==> config.mk <==
export PLATFORM = sky130hd
export DESIGN_NAME = hard_act_pipe_flat
export DESIGN_NICKNAME = d
export VERILOG_FILES = /design/src/rtl/hard_act_pkg.sv /design/src/rtl/hard_act_if.sv /design/src/rtl/hard_act_lane.sv /design/src/rtl/hard_act_pipe.sv /design/src/flat_wrapper.sv
export SDC_FILE = /design/constraint.sdc
export NUM_CORES = 2
export LEC_CHECK = 0
export ABC_AREA = 1
export CAP_MARGIN = 20
export CORE_ASPECT_RATIO = 1.25
export CORE_MARGIN = 1
export CORE_UTILIZATION = 50
export CTS_BUF_LIST = sky130_fd_sc_hd__clkbuf_8 sky130_fd_sc_hd__clkbuf_16
export DETAILED_ROUTE_END_ITERATION = 6
export PLACE_DENSITY = 0.67
export SYNTH_ARGS = -nofsm -noshare
export SYNTH_HDL_FRONTEND = slang
export SYNTH_SLANG_ARGS = --single-unit
==> constraint.sdc <==
create_clock -name clk -period 6.8 [get_ports clk]
set_input_delay 1.7 -clock clk [delete_from_list [all_inputs] [get_ports clk]]
set_output_delay 1.7 -clock clk [all_outputs]
set_load 0.005 [all_outputs]
==> src/rtl/hard_act_pkg.sv <==
// Shared mode encodings and fixed-point constant derivation for the hard activation pipeline.
package hard_act_pkg;

    typedef enum logic [1:0] {
        MODE_RELU   = 2'd0,
        MODE_RELU6  = 2'd1,
        MODE_HSIG   = 2'd2,
        MODE_HSWISH = 2'd3
    } act_mode_e;

    function automatic int data_width_of(input int int_bits, input int frac_bits);
        return int_bits + frac_bits;
    endfunction

    function automatic int in_width_of(input int int_bits, input int frac_bits);
        return 2 * (int_bits + frac_bits) - frac_bits + 6;
    endfunction

    function automatic int one_of(input int frac_bits);
        return 1 << frac_bits;
    endfunction

    function automatic int three_of(input int frac_bits);
        return 3 * one_of(frac_bits);
    endfunction

    function automatic int six_of(input int frac_bits);
        return 6 * one_of(frac_bits);
    endfunction

    // round(ONE/6) with ties rounded up
    function automatic int c6_of(input int frac_bits);
        return (one_of(frac_bits) + 3) / 6;
    endfunction

    function automatic int maxv_of(input int data_width);
        return (1 << (data_width - 1)) - 1;
    endfunction

    function automatic int minv_of(input int data_width);
        return -(1 << (data_width - 1));
    endfunction

endpackage

==> src/rtl/hard_act_if.sv <==
// Valid/ready stream bundle for hard_act_pipe: accumulator beats in, activated beats out.
interface hard_act_if #(
    parameter int INT_BITS  = 5,
    parameter int FRAC_BITS = 9,
    parameter int LANES     = 4
);
    localparam int DATA_WIDTH = INT_BITS + FRAC_BITS;
    localparam int IN_WIDTH   = 2 * DATA_WIDTH - FRAC_BITS + 6;

    logic                        in_valid;
    logic                        in_ready;
    logic [LANES*IN_WIDTH-1:0]   in_data;
    logic [1:0]                  in_mode;
    logic                        in_last;
    logic                        out_valid;
    logic                        out_ready;
    logic [LANES*DATA_WIDTH-1:0] out_data;
    logic                        out_last;

    modport master (
        output in_valid, in_data, in_mode, in_last, out_ready,
        input  in_ready, out_valid, out_data, out_last
    );

    modport slave (
        input  in_valid, in_data, in_mode, in_last, out_ready,
        output in_ready, out_valid, out_data, out_last
    );
endinterface

==> src/rtl/hard_act_lane.sv <==
// One channel of the 3-stage activation datapath: clamp/offset, C6 multiply, xs*hsig and mode select.
module hard_act_lane
    import hard_act_pkg::*;
#(
    parameter int INT_BITS  = 5,
    parameter int FRAC_BITS = 9,
    localparam int DW       = INT_BITS + FRAC_BITS,
    localparam int IW       = 2 * DW - FRAC_BITS + 6
) (
    input  logic                 clk,
    input  logic                 rst_n,
    input  logic                 adv,
    input  logic signed [IW-1:0] x,
    input  act_mode_e            mode,
    output logic signed [DW-1:0] y,
    output logic                 sat
);
    localparam int OW = FRAC_BITS + 3;
    localparam int PW = OW + FRAC_BITS;
    localparam int W2 = 2 * DW;

    localparam logic signed [IW-1:0] MAXV_X   = IW'(maxv_of(DW));
    localparam logic signed [IW-1:0] MINV_X   = IW'(minv_of(DW));
    localparam logic signed [IW-1:0] THREE_X  = IW'(three_of(FRAC_BITS));
    localparam logic signed [IW-1:0] NTHREE_X = IW'(-three_of(FRAC_BITS));
    localparam logic signed [IW-1:0] SIX_X    = IW'(six_of(FRAC_BITS));
    localparam logic signed [DW-1:0] MAXV_D   = DW'(maxv_of(DW));
    localparam logic signed [DW-1:0] MINV_D   = DW'(minv_of(DW));
    localparam logic signed [DW-1:0] SIX_D    = DW'(six_of(FRAC_BITS));
    localparam logic signed [DW-1:0] ONE_D    = DW'(one_of(FRAC_BITS));
    localparam logic [PW-1:0]        C6_P     = PW'(c6_of(FRAC_BITS));

    logic signed [IW-1:0] sum_c;
    logic signed [DW-1:0] xs_c, relu_c, relu6_c;
    logic [OW-1:0]        off_c;
    logic                 lo_c, hi_c, sat_c;

    act_mode_e            mode1, mode2;
    logic signed [DW-1:0] xs1, relu1, relu61, xs2, relu2, relu62, hsig2;
    logic [OW-1:0]        off1;
    logic                 lo1, hi1, sat1, lo2, hi2, sat2;

    logic [PW-1:0]        prod2_c;
    logic signed [DW-1:0] hsig_c;
    logic signed [W2-1:0] prod3_c;
    logic signed [DW-1:0] hswish_c, y_c;

    always_comb begin
        sum_c = x + THREE_X;
        off_c = sum_c[OW-1:0];
        lo_c  = (x <= NTHREE_X);
        hi_c  = (x >= THREE_X);
        if (x > MAXV_X)      xs_c = MAXV_D;
        else if (x < MINV_X) xs_c = MINV_D;
        else                 xs_c = x[DW-1:0];
        relu_c = (x < 0) ? '0 : xs_c;
        if (x < 0)          relu6_c = '0;
        else if (x > SIX_X) relu6_c = SIX_D;
        else                relu6_c = x[DW-1:0];
        // Only clamps that change the selected result count; the ReLU zero floor does not.
        case (mode)
            MODE_RELU:   sat_c = (x > MAXV_X);
            MODE_RELU6:  sat_c = (x > SIX_X);
            MODE_HSWISH: sat_c = (x > MAXV_X) || (x < MINV_X);
            default:     sat_c = 1'b0;
        endcase
    end

    always_comb begin
        prod2_c = PW'(off1) * C6_P;
        if (lo1)      hsig_c = '0;
        else if (hi1) hsig_c = ONE_D;
        else          hsig_c = DW'(prod2_c >> FRAC_BITS);
    end

    always_comb begin
        prod3_c = W2'(xs2) * W2'(hsig2);
        if (lo2)      hswish_c = '0;
        else if (hi2) hswish_c = xs2;
        else          hswish_c = DW'(prod3_c >>> FRAC_BITS);
        case (mode2)
            MODE_RELU:  y_c = relu2;
            MODE_RELU6: y_c = relu62;
            MODE_HSIG:  y_c = hsig2;
            default:    y_c = hswish_c;
        endcase
    end

    always_ff @(posedge clk) begin
        if (!rst_n) begin
            mode1  <= MODE_RELU;
            xs1    <= '0;
            relu1  <= '0;
            relu61 <= '0;
            off1   <= '0;
            lo1    <= 1'b0;
            hi1    <= 1'b0;
            sat1   <= 1'b0;
            mode2  <= MODE_RELU;
            xs2    <= '0;
            relu2  <= '0;
            relu62 <= '0;
            hsig2  <= '0;
            lo2    <= 1'b0;
            hi2    <= 1'b0;
            sat2   <= 1'b0;
            y      <= '0;
            sat    <= 1'b0;
        end else if (adv) begin
            mode1  <= mode;
            xs1    <= xs_c;
            relu1  <= relu_c;
            relu61 <= relu6_c;
            off1   <= off_c;
            lo1    <= lo_c;
            hi1    <= hi_c;
            sat1   <= sat_c;
            mode2  <= mode1;
            xs2    <= xs1;
            relu2  <= relu1;
            relu62 <= relu61;
            hsig2  <= hsig_c;
            lo2    <= lo1;
            hi2    <= hi1;
            sat2   <= sat1;
            y      <= y_c;
            sat    <= sat2;
        end
    end
endmodule

==> src/rtl/hard_act_pipe.sv <==
// LANES-wide hard activation pipeline (ReLU/ReLU6/hsig/hswish), 3-cycle latency, global stall.
// Saturation counter is built only when HARD_ACT_SAT_CNT_EN is defined; otherwise sat_cnt reads 0.
module hard_act_pipe
    import hard_act_pkg::*;
#(
    parameter int INT_BITS  = 5,
    parameter int FRAC_BITS = 9,
    parameter int LANES     = 4
) (
    input  logic        clk,
    input  logic        rst_n,
    hard_act_if.slave   bus,
    input  logic        sat_clr,
    output logic [15:0] sat_cnt
);
    localparam int DATA_WIDTH = INT_BITS + FRAC_BITS;
    localparam int IN_WIDTH   = 2 * DATA_WIDTH - FRAC_BITS + 6;

    logic                        adv;
    logic                        v1, v2, out_valid_q;
    logic                        l1, l2, out_last_q;
    logic signed [DATA_WIDTH-1:0] lane_y [LANES];
    logic [LANES-1:0]            lane_sat;
    logic [LANES*DATA_WIDTH-1:0] out_data_c;

    assign adv          = !out_valid_q || bus.out_ready;
    assign bus.in_ready = adv;
    assign bus.out_valid = out_valid_q;
    assign bus.out_last  = out_last_q;
    assign bus.out_data  = out_data_c;

    for (genvar i = 0; i < LANES; i++) begin : g_lane
        hard_act_lane #(
            .INT_BITS  (INT_BITS),
            .FRAC_BITS (FRAC_BITS)
        ) u_lane (
            .clk   (clk),
            .rst_n (rst_n),
            .adv   (adv),
            .x     (bus.in_data[i*IN_WIDTH +: IN_WIDTH]),
            .mode  (act_mode_e'(bus.in_mode)),
            .y     (lane_y[i]),
            .sat   (lane_sat[i])
        );
    end

    always_comb begin
        out_data_c = '0;
        for (int unsigned i = 0; i < LANES; i++) begin
            out_data_c[i*DATA_WIDTH +: DATA_WIDTH] = lane_y[i];
        end
    end

    always_ff @(posedge clk) begin
        if (!rst_n) begin
            v1          <= 1'b0;
            v2          <= 1'b0;
            out_valid_q <= 1'b0;
            l1          <= 1'b0;
            l2          <= 1'b0;
            out_last_q  <= 1'b0;
        end else if (adv) begin
            v1          <= bus.in_valid;
            l1          <= bus.in_last;
            v2          <= v1;
            l2          <= l1;
            out_valid_q <= v2;
            out_last_q  <= l2;
        end
    end

`ifdef HARD_ACT_SAT_CNT_EN
    logic [16:0] sat_n;
    logic [16:0] sat_sum;

    always_comb begin
        sat_n = '0;
        for (int unsigned i = 0; i < LANES; i++) begin
            sat_n = sat_n + 17'(lane_sat[i]);
        end
        sat_sum = {1'b0, sat_cnt} + sat_n;
    end

    always_ff @(posedge clk) begin
        if (!rst_n || sat_clr) begin
            sat_cnt <= '0;
        end else if (out_valid_q && bus.out_ready) begin
            sat_cnt <= sat_sum[16] ? 16'hFFFF : sat_sum[15:0];
        end
    end
`else
    logic unused_sat;
    assign unused_sat = sat_clr ^ (^lane_sat);
    assign sat_cnt    = '0;
`endif
endmodule

==> src/flat_wrapper.sv <==
// flat-port wrapper written by rule: the top's interface ports become plain ports
module hard_act_pipe_flat import hard_act_pkg::*;
#(
    parameter int INT_BITS  = 5,
    parameter int FRAC_BITS = 9,
    parameter int LANES     = 4
)
  (clk, rst_n, sat_clr, sat_cnt, bus_in_valid, bus_in_data, bus_in_mode, bus_in_last, bus_out_ready, bus_in_ready, bus_out_valid, bus_out_data, bus_out_last);
  hard_act_if #(.INT_BITS(INT_BITS), .FRAC_BITS(FRAC_BITS), .LANES(LANES)) bus_i ();
  input  logic clk;
  input  logic rst_n;
  input  logic sat_clr;
  output logic [15:0] sat_cnt;
  input wire logic [$bits(bus_i.in_valid)-1:0] bus_in_valid;
  input wire logic [$bits(bus_i.in_data)-1:0] bus_in_data;
  input wire logic [$bits(bus_i.in_mode)-1:0] bus_in_mode;
  input wire logic [$bits(bus_i.in_last)-1:0] bus_in_last;
  input wire logic [$bits(bus_i.out_ready)-1:0] bus_out_ready;
  output wire logic [$bits(bus_i.in_ready)-1:0] bus_in_ready;
  output wire logic [$bits(bus_i.out_valid)-1:0] bus_out_valid;
  output wire logic [$bits(bus_i.out_data)-1:0] bus_out_data;
  output wire logic [$bits(bus_i.out_last)-1:0] bus_out_last;
  assign bus_i.in_valid = bus_in_valid;
  assign bus_i.in_data = bus_in_data;
  assign bus_i.in_mode = bus_in_mode;
  assign bus_i.in_last = bus_in_last;
  assign bus_i.out_ready = bus_out_ready;
  assign bus_in_ready = bus_i.in_ready;
  assign bus_out_valid = bus_i.out_valid;
  assign bus_out_data = bus_i.out_data;
  assign bus_out_last = bus_i.out_last;
  hard_act_pipe #(.INT_BITS(INT_BITS), .FRAC_BITS(FRAC_BITS), .LANES(LANES)) u_core (.clk(clk), .rst_n(rst_n), .bus(bus_i), .sat_clr(sat_clr), .sat_cnt(sat_cnt));
endmodule
After elaboration in Yosys (flattened, before gate mapping). Index checks and enable logic that the tools add are counted.

Register bits after elaboration: 506. Input port bits: 108. Output and inout bits: 75. Word-level logic and storage cells: 141.

Add/sub/neg operators: 4. $mul: 8. Order comparisons: 24. Equality and inequality tests: 2. Mux-type cells: 40. Reductions and logical operators: 3.

Operators with widths (number): $mux 14 (28); $pmux 14 s3 (4); $ge 25x12->1 const B (4); $gt 25x13->1 const B (4); $gt 25x14->1 const B (4); $le 25x12->1 const B (4); $lt 25x1->1 const B (4); $lt 25x14->1 const B (4); $mul 14x11->23 (4); $mux 10 (8); $mul 12x7->19 const B (4); $add 12x12->12 const B (4); $eq 2x1->1 const B (1); $eq 2x2->1 const B (1); $logic_not 2->1 (1); $logic_not 1->1 (1); $logic_or 1x1->1 (1).

Depth between registers and ports, before layout.
Word-level depth: 4. Mapped depth: 28. Gate-level depth less buffers: 26.

By module. From an unflattened synthesis, not the netlist that was laid out.

Cell total of the unflattened synthesis: 7052. Area total of the unflattened synthesis: 50358.3 um^2.

By module, submodules not included: hard_act_lane at u_core.g_lane[1].u_lane (times used 1, cells an instance 1773, area an instance 12667.1 um^2); hard_act_lane at u_core.g_lane[0].u_lane (times used 1, cells an instance 1748, area an instance 12487.0 um^2); hard_act_lane at u_core.g_lane[3].u_lane (times used 1, cells an instance 1733, area an instance 12430.7 um^2); hard_act_lane at u_core.g_lane[2].u_lane (times used 1, cells an instance 1745, area an instance 12399.4 um^2); hard_act_pipe (times used 1, cells an instance 53, area an instance 374.1 um^2).

Worst setup path after synthesis. No wires, ideal clock.

Path type: register -> register. From: register u_core.g_lane[0].u_lane.hsig2[7]. To: register u_core.g_lane[0].u_lane.y[13]. Library setup time: 0.124 ns. Data arrival time: 4.837 ns. Required time: 6.676 ns. Slack: 1.839 ns. Stages on the path, launching flop included: 26. Buffers on the path: 2. Clock period less this slack: 4.961 ns. Cell sequence: dfxtp_1 > clkbuf_1 > clkbuf_1 > nand2_1 > fa_1 > inv_1 > fa_1 > inv_1 > fa_1 > inv_1 > fa_1 > inv_1 > fa_1 > inv_1 > ha_1 > nand2_1 > nor2_1 > nand3_1 > nor2_1 > nand2_1 > inv_1 > nor2_1 > nand3_1 > nand3_1 > nand2_1 > a21oi_1.

Cells in the longest elaborated chain, start to end: 4.

RTL lines: from (decl) (line hard_act_lane.sv:39) `logic signed [DW-1:0] xs1, relu1, relu61, xs2, relu2, relu62, hsig2;`; from (signal assigned) (line hard_act_lane.sv:122) `hsig2 <= hsig_c;`; $mul 14x11->23 (line hard_act_lane.sv:77) `prod3_c = W2'(xs2) * W2'(hsig2);`; $mux 14 (line hard_act_lane.sv:79) `else if (hi2) hswish_c = xs2;`; $mux 14 (line hard_act_lane.sv:78) `if (lo2) hswish_c = '0;`; $pmux 14 s3 (line hard_act_lane.sv:81) `case (mode2)`; to (signal assigned) (line hard_act_lane.sv:126) `y <= y_c;`; to (decl) (line hard_act_lane.sv:15) `output logic signed [DW-1:0] y,`.

Every way passes these cells. A chain may end at the register's enable or synchronous reset.

Worst setup path in the final report.
From: register u_core.g_lane[0].u_lane.hsig2[3]. To: register u_core.g_lane[0].u_lane.y[11].

Same word-level chain as after synthesis.

==> results by group <==
Synthesis
  – Post-synthesis sequential area ratio: 20.6%
  – Top cell type's share of synthesized area: between 20 and 25%
  – Ranking of synthesized cells by area: fa_1, dfxtp_1, inv_1
  – Cell taking the most area after synthesis: fa_1
  – Syn. warnings: 0
  – Post-synth top cells: inv_1, nand2_1, nor2_1
  – Syn Std Cell Area: between 40,000 and 50,000 um2
  – Synthesized area per cell: around 7.1 um2
  – Post-synth EDFFs: 0
  – Synth unique cells: 47
  – Post-synth ARST share: 0%
  – #FFs+latches synth: just over 500
  – Top FF cell, synth: dfxtp_1
  – Syn Inst Count: about 6,900

Outcome
  – Status: complete, no violations

Clocking
  – Total CTS buffers: 55
  – Hold Buf Count CTS: 0
  – CTS tree: done
  – Root buffer cell: clkbuf_16
  – CTS resizes: 0
  – CTS Buffer Depth: 3
  – Clock slew at reported path FFs: 70 ps
  – Worst-Skew Late Latency: between 600 and 700 ps
  – H-tree Lvls: 2
  – CTS sink cnt: 506
  – Post-CTS setup buffers: 0

Detailed routing
  – Detailed Route Iter0 Violations: 2,602
  – Residual DRC count: 0
  – Vias post-DR: between 40,000 and 50,000
  – Wire per inst: around 16 um
  – Vias per inst: ~5.2
  – DR pass1 iterations: 6
  – Total wire length: around 130,000 um
  – Post-DRT Antenna Nets: 0

Die
  – Starting density of the core: 50.4%
  – Die footprint: between 90,000 and 100,000 um2
  – Die width: about 280 um
  – Die Y: around 350 um
  – I/O Pins: between 150 and 200
  – Core area: 97,500 um2
  – Floorplan row count: 128

GRT
  – GRT Total Usage: about a quarter
  – Global route overflow: 0
  – Initial antenna violation count: 9
  – Largest net degree at the start of global routing: around 180
  – Vias in the first global route: roughly 42,000
  – First-pass GRT wire length: 214,000 um

Timing
  – Final hold viol count: 0
  – Crit path time final: between 5000 and 6000 ps
  – Final setup fails: 0
  – Final Skew: 15.3 ps
  – WHS: between 400 and 500 ps
  – Highest clock rate: about 0.17 GHz
  – Crit share post-route: 85.3%
  – Relative slew slack: around 36%
  – Final total negative setup slack: 0 ps
  – Unrepaired setup endpoints after global routing: false
  – Worst slew pin tran: 965 ps
  – Final Slew Violations: 0

Power
  – Leak Pwr: a little under 30 nW
  – Clk network pwr share: between 30% and 40%
  – Int Pwr: about 6.4 mW
  – P_sw: ~3.7 mW
  – Max VDD drop: a little under 200 uV
  – Total power: around 10 mW
  – Cell Pwr Density: between 150 and 200 nW/um2
  – Sw Share: around 36%
  – Sequential power share: 35.2%
  – Combinational Power Share: a little over 30%

Flow run
  – Max cap viols: 0

Worst setup path
  – Crit end category: flop
  – R2R depth: 18
  – CP startpoint kind: flop
  – WP data arrival: 6280 ps
  – Worst Path Required: ~7300 ps
  – Crit Path Max Fanout: 16
  – Worst R2R Start: u_core.g_lane[0].u_lane.hsig2[3]$_SDFFE_PN0P_
  – Worst R2R Setup Slack: roughly 1000 ps
  – Crit Path Class: flop to flop
  – RR Endpoint: u_core.g_lane[0].u_lane.y[11]$_SDFFE_PN0P_

Placement
  – Gp weighted congestion: 0.933
  – Post-DP HPWL: between 100,000 and 150,000 um
  – Port bufs: around 170
  – Cells after DPL: 8,103

Finish
  – Layout cells sized above 1: between 2 and 2.5%
  – Fin nets: between 7,000 and 8,000
  – Layout fillers: 9,445
  – Fin util: a little over half
  – Area grow syn2layout: 8.58%
  – Layout Cells excl Fill: 8,208

Hold path
  – Hold Path Sink: u_core.g_lane[2].u_lane.relu1[13]$_SDFFE_PN0P_
  – Worst Hold Depth: 2
  – Hold_sp: u_core.g_lane[2].u_lane.relu1[13]$_SDFFE_PN0P_
  – Min-delay worst type: flop to flop
layer usage:
layer	vias to the layer above	global-route usage, %	wire length (um)
met5	-	0	65
met4	12	11.4	6160
met1	20300	33.1	53900
met3	289	3.81	7650
li1	21000	-	-
met2	1116	45.9	63000
state kept, by name (all words and copies together), names as in the netlist:
signal,cells
u_core.g_lane.u_lane.relu2,56
u_core.g_lane.u_lane.hi1,4
u_core.g_lane.u_lane.hsig2,40
u_core.g_lane.u_lane.lo1,4
u_core.g_lane.u_lane.relu62,56
u_core.g_lane.u_lane.relu1,56
u_core.v1,1
u_core.bus.out_valid,1
u_core.g_lane.u_lane.mode2,2
u_core.g_lane.u_lane.off1,48
u_core.g_lane.u_lane.y,56
u_core.g_lane.u_lane.lo2,4
u_core.g_lane.u_lane.xs1,56
u_core.v2,1
u_core.l2,1
u_core.bus.out_last,1
u_core.l1,1
u_core.g_lane.u_lane.xs2,56
u_core.g_lane.u_lane.relu61,56
u_core.g_lane.u_lane.mode1,2
u_core.g_lane.u_lane.hi2,4
cell usage in the layout, fill, tap and decap left out, types with 8 or more instances in the layout:
| cell | netlist | routed |
|---|---|---|
| inv_1 | 1555 | 1555 |
| nand2_1 | 1555 | 1555 |
| nor2_1 | 576 | 574 |
| fa_1 | 544 | 544 |
| dfxtp_1 | 506 | 506 |
| a21oi_1 | 449 | 449 |
| o21ai_0 | 407 | 407 |
| ha_1 | 381 | 381 |
| nand3_1 | 255 | 255 |
| clkdlybuf4s50_1 | 0 | 164 |
| nand4_1 | 71 | 71 |
| clkbuf_16 | 0 | 57 |
| a211oi_1 | 42 | 42 |
| nor3_1 | 40 | 40 |
| nor4_1 | 29 | 29 |
| buf_4 | 21 | 22 |
| a21boi_0 | 20 | 20 |
| o211ai_1 | 18 | 18 |
| a221oi_1 | 17 | 17 |
| nand3b_1 | 17 | 17 |
| conb_1 | 1 | 16 |
| xor2_1 | 15 | 15 |
| clkbuf_8 | 3 | 14 |
| a21o_1 | 11 | 11 |
| o21ai_1 | 11 | 11 |
| bufinv_16 | 0 | 10 |
| a22o_1 | 9 | 9 |
| xnor2_1 | 9 | 9 |
| o21a_1 | 8 | 8 |
worst max path at each step:
stage                                                       start                                         end  cells past startpoint
floorplan           u_core.g_lane[0].u_lane.hsig2[7]$_SDFFE_PN0P_  u_core.g_lane[0].u_lane.y[13]$_SDFFE_PN0P_                     25
global placement    u_core.g_lane[0].u_lane.hsig2[3]$_SDFFE_PN0P_  u_core.g_lane[0].u_lane.y[11]$_SDFFE_PN0P_                     17
detailed placement  u_core.g_lane[0].u_lane.hsig2[3]$_SDFFE_PN0P_  u_core.g_lane[0].u_lane.y[11]$_SDFFE_PN0P_                     17
CTS                 u_core.g_lane[0].u_lane.hsig2[3]$_SDFFE_PN0P_  u_core.g_lane[0].u_lane.y[11]$_SDFFE_PN0P_                     17
global route        u_core.g_lane[0].u_lane.hsig2[3]$_SDFFE_PN0P_  u_core.g_lane[0].u_lane.y[11]$_SDFFE_PN0P_                     17
finish              u_core.g_lane[0].u_lane.hsig2[3]$_SDFFE_PN0P_  u_core.g_lane[0].u_lane.y[11]$_SDFFE_PN0P_                     18
per-stage QoR:
| stage | setup WS, ps | area, um2 |
|---|---|---|
| after global routing | 590 | 53400 |
| after detailed placement | 1020 | 51300 |
| after CTS | 990 | 53400 |
| final | 1000 | 53400 |
| after floorplan | 1840 | 49200 |
| after global placement | 1080 | 51300 |
logic make-up (layout without fill, tap and decap cells):
kind of cell,count (synthesis),after routing,share of synthesized area [%]
flops,506,506,20.6
fa+ha+maj,925,925,31.8
xor+xnor,24,24,0.427
other cells,1,18,0.00762
compound gates,1020,1020,11.2
simple gates,2563,2563,21.1
buf+inv,1897,1852,14.8
cell type report:
type,instances,area (um2),area share [%]
well taps,1300,1630,3.05
inverters,1560,5870,11.0
clock buffers,71,1620,3.03
flip-flops and latches,506,10100,19.0
diodes,2,5.00,0.00937
multi-input cells,4548,31800,59.6
repair buffers,189,1860,3.49
clock inverters,32,460,0.862
worst max-delay path: stages (launching register included):
cell,delay [ps]
dfxtp_1,820
nand2_1,120
inv_1,150
fa_1,590
fa_1,610
fa_1,450
fa_1,540
inv_1,50
fa_1,540
inv_1,50
ha_1,370
a21oi_1,230
o21ai_0,120
a21oi_1,160
nand3_1,120
nand2_1,70
nand2_1,40
o21ai_0,500
a21oi_1,130
power by group through the flow:
| stage | Clock, mW | Combinational, mW | Sequential [mW] |
|---|---|---|---|
| after floorplan | 0 | 2.44 | 3.29 |
| after global placement | 0 | 3.02 | 3.58 |
| after detailed placement | 0 | 3.09 | 3.59 |
| after CTS | 3.47 | 3.11 | 3.52 |
| after global routing | 3.59 | 3.58 | 3.55 |
| final | 3.41 | 3.08 | 3.53 |
No activity file was read; power rests on OpenSTA's default activity.
